File: src/rtl/mii_mac_tx_pkg.sv
// Shared constants and state encoding for the MII MAC transmit path.
// The CRC residue is kept here so that a future receiver can share it.
package mii_mac_tx_pkg;

    localparam logic [3:0]  DATA_PREAMBLE   = 4'h5;
    localparam logic [3:0]  DATA_SFD        = 4'hD;
    localparam logic [3:0]  DATA_JAM        = 4'h5;

    localparam logic [31:0] CRC32_POLY      = 32'h04C1_1DB7;
    localparam logic [31:0] CRC32_POLY_REFL = 32'hEDB8_8320;
    localparam logic [31:0] CRC32_INIT      = 32'hFFFF_FFFF;
    localparam logic [31:0] CRC32_RESIDUE   = 32'hC704_DD7B;

    typedef enum logic [3:0] {
        S_IDLE,
        S_PRE,
        S_SFD,
        S_DLO,
        S_DHI,
        S_PLO,
        S_PHI,
        S_FCS,
        S_JAM,
        S_UFL,
        S_DISC,
        S_IFG
    } tx_state_t;

endpackage

File: src/rtl/mii_mac_tx_crc32_nibble.sv
// Combinational reflected CRC-32 update for one nibble, LSB first.
// Holds no state, so the receive path can reuse it directly.
module crc32_nibble
    import mii_mac_tx_pkg::*;
(
    input  logic [31:0] crc_in,
    input  logic [3:0]  nibble,
    output logic [31:0] crc_out
);

    logic [31:0] w_c;

    always_comb begin
        w_c = crc_in;
        for (int unsigned i = 0; i < 4; i++) begin
            if (w_c[0] ^ nibble[i]) begin
                w_c = (w_c >> 1) ^ CRC32_POLY_REFL;
            end else begin
                w_c = w_c >> 1;
            end
        end
        crc_out = w_c;
    end

endmodule

File: src/rtl/mii_mac_tx.sv
// MAC-side MII transmitter: preamble/SFD, padding, FCS, IFG, and jam on collision.
// Every MII output is registered; the FSM decides the nibble one cycle before it is driven.
module mii_mac_tx
    import mii_mac_tx_pkg::*;
#(
    parameter int unsigned MIN_DATA    = 60,
    parameter int unsigned IFG_NIBBLES = 24,
    parameter int unsigned JAM_NIBBLES = 8
) (
    input  logic       clk,
    input  logic       rst_n,
    input  logic [7:0] data,
    input  logic       valid,
    input  logic       last,
    input  logic       err,
    output logic       ready,
    input  logic       col,
    output logic       tx_en,
    output logic       tx_er,
    output logic [3:0] txd,
    output logic       sent,
    output logic       collision,
    output logic       underflow
);

    localparam logic [7:0]  PRE_LAST = 8'd14;
    localparam logic [7:0]  FCS_LAST = 8'd7;
    localparam logic [7:0]  JAM_LAST = 8'(JAM_NIBBLES - 1);
    localparam logic [7:0]  IFG_N    = 8'(IFG_NIBBLES);
    localparam logic [10:0] MIN_B    = 11'(MIN_DATA);

    tx_state_t   r_state, w_next;
    logic [7:0]  r_cnt, w_cnt;
    logic [7:0]  r_ifg;
    logic [10:0] r_bcnt;
    logic [7:0]  r_byte;
    logic        r_berr;
    logic        r_last;
    logic [31:0] r_crc, w_crc_nxt;

    logic        r_tx_en, r_tx_er, r_sent, r_coll, r_ufl;
    logic [3:0]  r_txd;

    logic        w_en, w_er, w_sent, w_coll, w_ufl, w_rdy, w_crc_en;
    logic        w_abortable, w_col_ev, w_ufl_ev, w_acc;
    logic [3:0]  w_d;

    crc32_nibble u_crc (
        .crc_in  (r_crc),
        .nibble  (w_d),
        .crc_out (w_crc_nxt)
    );

    always_comb begin
        w_next      = r_state;
        w_en        = 1'b0;
        w_er        = 1'b0;
        w_d         = '0;
        w_sent      = 1'b0;
        w_coll      = 1'b0;
        w_ufl       = 1'b0;
        w_rdy       = 1'b0;
        w_crc_en    = 1'b0;
        w_abortable = 1'b0;
        unique case (r_state)
            S_IDLE: if (valid) w_next = S_PRE;
            S_PRE: begin
                w_en = 1'b1; w_d = DATA_PREAMBLE; w_abortable = 1'b1;
                if (r_cnt == PRE_LAST) w_next = S_SFD;
            end
            S_SFD: begin
                w_en = 1'b1; w_d = DATA_SFD; w_abortable = 1'b1;
                w_rdy = 1'b1; w_next = S_DLO;
            end
            S_DLO: begin
                w_en = 1'b1; w_d = r_byte[3:0]; w_er = r_berr;
                w_crc_en = 1'b1; w_abortable = 1'b1; w_next = S_DHI;
            end
            S_DHI: begin
                // The next byte is fetched while this byte's high nibble goes out.
                w_en = 1'b1; w_d = r_byte[7:4]; w_er = r_berr;
                w_crc_en = 1'b1; w_abortable = 1'b1; w_rdy = !r_last;
                if (r_last) w_next = (r_bcnt < MIN_B) ? S_PLO : S_FCS;
                else        w_next = S_DLO;
            end
            S_PLO: begin
                w_en = 1'b1; w_crc_en = 1'b1; w_abortable = 1'b1; w_next = S_PHI;
            end
            S_PHI: begin
                w_en = 1'b1; w_crc_en = 1'b1; w_abortable = 1'b1;
                w_next = (r_bcnt >= MIN_B - 11'd1) ? S_FCS : S_PLO;
            end
            S_FCS: begin
                w_en = 1'b1; w_d = ~r_crc[3:0]; w_abortable = 1'b1;
                if (r_cnt == FCS_LAST) begin
                    w_next = S_IFG; w_sent = 1'b1;
                end
            end
            S_JAM: begin
                w_en = 1'b1; w_d = DATA_JAM; w_coll = (r_cnt == '0);
                if (r_cnt == JAM_LAST) w_next = r_last ? S_IFG : S_DISC;
            end
            S_UFL: begin
                w_en = 1'b1; w_er = 1'b1; w_ufl = 1'b1;
                w_next = r_last ? S_IFG : S_DISC;
            end
            S_DISC: begin
                w_rdy = 1'b1;
                if (valid && last) w_next = (r_ifg <= 8'd1) ? S_IDLE : S_IFG;
            end
            S_IFG: if (r_ifg <= 8'd1) w_next = S_IDLE;
            default: w_next = S_IDLE;
        endcase

        w_col_ev = col && w_abortable;
        w_ufl_ev = w_rdy && !valid && (r_state == S_SFD || r_state == S_DHI);
        if (w_col_ev) begin
            w_next = S_JAM;
            w_sent = 1'b0;
        end else if (w_ufl_ev) begin
            w_next = S_UFL;
        end
        w_cnt = (w_next != r_state) ? '0 : r_cnt + 8'd1;
        w_acc = valid && w_rdy;
    end

    always_ff @(posedge clk) begin
        if (!rst_n) begin
            r_state <= S_IDLE;
            r_cnt   <= '0;
            r_ifg   <= '0;
            r_bcnt  <= '0;
            r_byte  <= '0;
            r_berr  <= 1'b0;
            r_last  <= 1'b0;
            r_crc   <= CRC32_INIT;
            r_tx_en <= 1'b0;
            r_tx_er <= 1'b0;
            r_txd   <= '0;
            r_sent  <= 1'b0;
            r_coll  <= 1'b0;
            r_ufl   <= 1'b0;
        end else begin
            r_state <= w_next;
            r_cnt   <= w_cnt;
            r_tx_en <= w_en;
            r_tx_er <= w_er;
            r_txd   <= w_d;
            r_sent  <= w_sent;
            r_coll  <= w_coll;
            r_ufl   <= w_ufl;

            if (r_state == S_IDLE)     r_crc <= CRC32_INIT;
            else if (r_state == S_FCS) r_crc <= {4'h0, r_crc[31:4]};
            else if (w_crc_en)         r_crc <= w_crc_nxt;

            if (r_state == S_IDLE) begin
                r_bcnt <= '0;
                r_last <= 1'b0;
            end else if (w_acc && (r_state == S_SFD || r_state == S_DHI)) begin
                r_byte <= data;
                r_berr <= err;
                r_last <= last;
                if (r_bcnt != '1) r_bcnt <= r_bcnt + 11'd1;
            end else if (r_state == S_PHI) begin
                if (r_bcnt != '1) r_bcnt <= r_bcnt + 11'd1;
            end

            // The gap is counted from DISCARD entry, so a long drain shortens the IFG stay.
            if ((w_next == S_IFG || w_next == S_DISC) &&
                (r_state == S_FCS || r_state == S_JAM || r_state == S_UFL)) begin
                r_ifg <= IFG_N;
            end else if (r_ifg != '0) begin
                r_ifg <= r_ifg - 8'd1;
            end
        end
    end

    assign ready     = w_rdy && rst_n;
    assign tx_en     = r_tx_en;
    assign tx_er     = r_tx_er;
    assign txd       = r_txd;
    assign sent      = r_sent;
    assign collision = r_coll;
    assign underflow = r_ufl;

endmodule

File: config.mk
export PLATFORM = sky130hd
export DESIGN_NAME = mii_mac_tx
export DESIGN_NICKNAME = d
export VERILOG_FILES = /design/src/rtl/mii_mac_tx_pkg.sv /design/src/rtl/mii_mac_tx_crc32_nibble.sv /design/src/rtl/mii_mac_tx.sv
export SDC_FILE = /design/constraint.sdc
export NUM_CORES = 1
export LEC_CHECK = 0
export CORE_AREA = 3 3 88 90
export CTS_CLUSTER_SIZE = 20
export DETAILED_ROUTE_END_ITERATION = 6
export DIE_AREA = 0 0 91 93
export GPL_TIMING_DRIVEN = 0
export PLACE_DENSITY = 0.75
export RECOVER_POWER = 50
export SLEW_MARGIN = 20
export SYNTH_ARGS = -nofsm -noshare
export SYNTH_HDL_FRONTEND = slang
export SYNTH_SLANG_ARGS = --single-unit
File: constraint.sdc
create_clock -name clk -period 2.8 [get_ports clk]
set_clock_uncertainty 0.05 [all_clocks]
set_input_delay 0.84 -clock clk [delete_from_list [all_inputs] [get_ports clk]]
set_output_delay 0.84 -clock clk [all_outputs]
set_load 0.005 [all_outputs]
==> results.txt, run 1 <==
Mapped cell area: 4184 um2
Static Leak: 2.001 nW
CP max FO: 10
Slew Viols, Final: 0
Port buffer count: 21
Insertion delay to the later sink of the worst-skew pair: 360 ps
Max transition margin: 0.4757
Crit path cell chain: clkbuf_4, buf_8, o211a_1, clkdlybuf4s50_1
Largest stage delay on the critical path: 510 ps
Synth top area share: 0.3923
Clk root buf: clkbuf_8
Total clock sinks: 82
Crit start category: input port
Max Freq: 364.9 MHz
Min-Delay Path Depth: 2
Die ar.: 8463 um2
Core area: 7137 um2
Filler cells: 615
Routed wire length: 9259 um
Area Overhead vs Synth: 14.56%
Number of global-route vias before repair: 3361
Vias: 3485
Setup ws final: 59.55 ps
Setup WS pre-CTS: -472.3 ps
Overall power: 3.373 mW
Yosys top cell by area: dfxtp_1
Met1 GRT Util: 0.2968
Kind of critical path: in2out
Fin. Hold Viols: 0
Post-layout util: 0.6716
First drt pass iteration count: 5
Nets@finish: 531
Met2 usage: 0.3709
WL/cell: 15.08 um
Worst Tran Pin Value: 781.3 ps
Detailed Place HPWL: 6652 um
Setup bufs post-CTS: 0
H-Tree Depth: 3
Residual DRC count: 0
Cts bufs inserted: 9
Cts hold-fix bufs: 0
Io pins: 24
Gr ovfl total: 0
Drt first-iter violations: 169
Ys async rst share: 0
Maximum VDD drop: 0.4970 mV
Crit-path slowest cell: clkdlybuf4s50_1
Rows: 31
Final ANT Viol Nets: 0
Worst-path clk slew: 80 ps
Yosys cell types: 68
Post-synth top flop: dfxtp_1
Layout cells sized above 1: 0.09320
Sequential area share after synthesis: 0.3923
Top post-synthesis cells by area: dfxtp_1 39%, nor2_1 4.9%, mux2i_1 4.5%
RSZ-0062 raised after global routing: false
HP Class: reg2reg
Pwr dens: 703.7 nW/um2
Via density: 5.676
Fin crit period: 2740 ps
Gate count of the mapped netlist: 479
Outcome: complete, no violations
Die H: 93 um
Die Width: 91 um
Synth warnings: 0
Max-cap violations: 0
Total GRT Usage: 0.2313
GR Layer Usage met3: 0.04666
Initial antenna violation count: 0
Antenna diodes: 0
CP arrival: 1850 ps
Top Usage Layer GRT: met2
Final setup viols: 0
Post-Syn Nets: 500
Mean Syn Cell Area: 8.735 um2
Clock Path Buffers: 2
Hold slack: 435.7 ps
Flops & latches, synth: 82
R2R cell count: 7
Starting Density: 0.5863
First-pass GRT wire length: 15890 um
CTS tree: built
CP required: 1910 ps
Tcrit/Tclk final: 0.9787
Post-synth EDFFs: 0
GPL Wtd Cong: 0.8930
CP Capture Type: primary output
Largest net degree at the start of global routing: 20
Setup total negative slack: 0 ps
state kept, by name (all words and copies together) (netlist names):
register and flops:
r_last 1, collision 1, r_bcnt 11, tx_en 1, r_berr 1, sent 1
underflow 1, r_crc 32, r_cnt 8, r_state 4, r_ifg 8, txd 4
r_byte 8, tx_er 1
critical path, delay by kind of cell:
family | cells | cell delay (ps)
AO/OA/AOI/OAI | 1 | 150
buffers and inverters | 3 | 870
power breakdown:
| group | total, mW | internal [mW] | switching, mW |
|---|---|---|---|
| combinational | 1.04 | 0.449 | 0.596 |
| sequential | 1.33 | 1.25 | 0.0788 |
| clock | 0.997 | 0.556 | 0.441 |
cell type report:
type / count / area [um2] / share of cell area
Clock inverter: 5 / 85.08 / 0.01775
Multi-Input combinational cell: 359 / 2395 / 0.4996
Sequential cell: 82 / 1643 / 0.3427
Tap cell: 99 / 123.9 / 0.02584
Timing Repair Buffer: 21 / 210.2 / 0.04385
Clock buffer: 11 / 151.4 / 0.03158
Inverter: 14 / 52.55 / 0.01096
Buffer: 23 / 132.6 / 0.02767
metal layers:
layer	up-vias	routed length, um
met5	-	0
met4	0	274
met3	23	510
met2	127	4261
met1	1600	4213
li1	1735	-
cell usage after synthesis, types with 4 or more instances:
master,number
nor2b_1,11
nand2_1,49
o21ai_1,4
buf_2,4
nand3_1,15
nand4_1,4
xnor2_1,21
o21ai_0,9
and2_1,7
o21a_1,6
mux2i_1,19
o211ai_1,21
inv_1,12
a21oi_1,11
and3_1,6
or3_1,4
nor2_1,55
nor3_1,29
ha_1,7
clkbuf_1,18
dfxtp_1,82
xor2_1,19
per-stage QoR:
step | cell area [um2] | instances
after detailed placement | 4518 | 599
after global routing | 4793 | 614
final | 4793 | 614
after CTS | 4768 | 614
after global placement | 4518 | 599
after floorplan | 4184 | 479
what timing repair did:
action	CTS	global route
gates resized for setup	7	11
cloned	0	0
setup endpoints to repair	1	12
hold endpoints to repair	0	0
kinds of logic after synthesis:
kind of cell / synth area share
adder cells (fa/ha/maj): 0.02093
multiplexers: 0.06369
buffers and inverters: 0.03798
AND/OR/NAND/NOR: 0.2419
XOR/XNOR: 0.1050
flip-flops: 0.3923
AO/OA/AOI/OAI: 0.1382
cells in the final DEF (no fill, tap or decap), types with 6 or more instances in the layout:
| cell type | netlist | routed |
|---|---|---|
| o211ai_1 | 21 | 21 |
| a21oi_1 | 11 | 12 |
| xor2_1 | 19 | 19 |
| clkdlybuf4s50_1 | 0 | 12 |
| clkbuf_8 | 0 | 11 |
| clkbuf_1 | 18 | 15 |
| ha_1 | 7 | 7 |
| xnor2_1 | 21 | 21 |
| dlygate4sd3_1 | 0 | 9 |
| o21ai_0 | 9 | 9 |
| o21a_1 | 6 | 6 |
| and2_1 | 7 | 6 |
| nor2b_1 | 11 | 11 |
| nor3_1 | 29 | 28 |
| and3_1 | 6 | 6 |
| nor2_1 | 55 | 55 |
| mux2i_1 | 19 | 19 |
| inv_1 | 12 | 12 |
| nand3_1 | 15 | 15 |
| dfxtp_1 | 82 | 81 |
| nand2_1 | 49 | 49 |
worst paths after layout:
kind | start | end | slack, ps
setup / recovery | rst_n | ready | 60
hold / removal | r_crc[14] | r_crc[10] | 440
setup reg to reg | r_bcnt[7] | r_cnt[1] | 240
hold reg to reg | r_crc[14] | r_crc[10] | 440
Power figures use the tool's default switching activity.
==> inputs of run 2 (changes only) <==
--- a/config.mk
+++ b/config.mk
@@ -6,7 +6,7 @@
 export NUM_CORES = 1
 export LEC_CHECK = 0
 export CORE_AREA = 3 3 88 90
-export CTS_CLUSTER_SIZE = 20
+export CTS_CLUSTER_SIZE = 16
 export DETAILED_ROUTE_END_ITERATION = 6
 export DIE_AREA = 0 0 91 93
 export GPL_TIMING_DRIVEN = 0
==> results of run 2 <==
The final DEF is identical to that of run 1; final timing and power are the same.
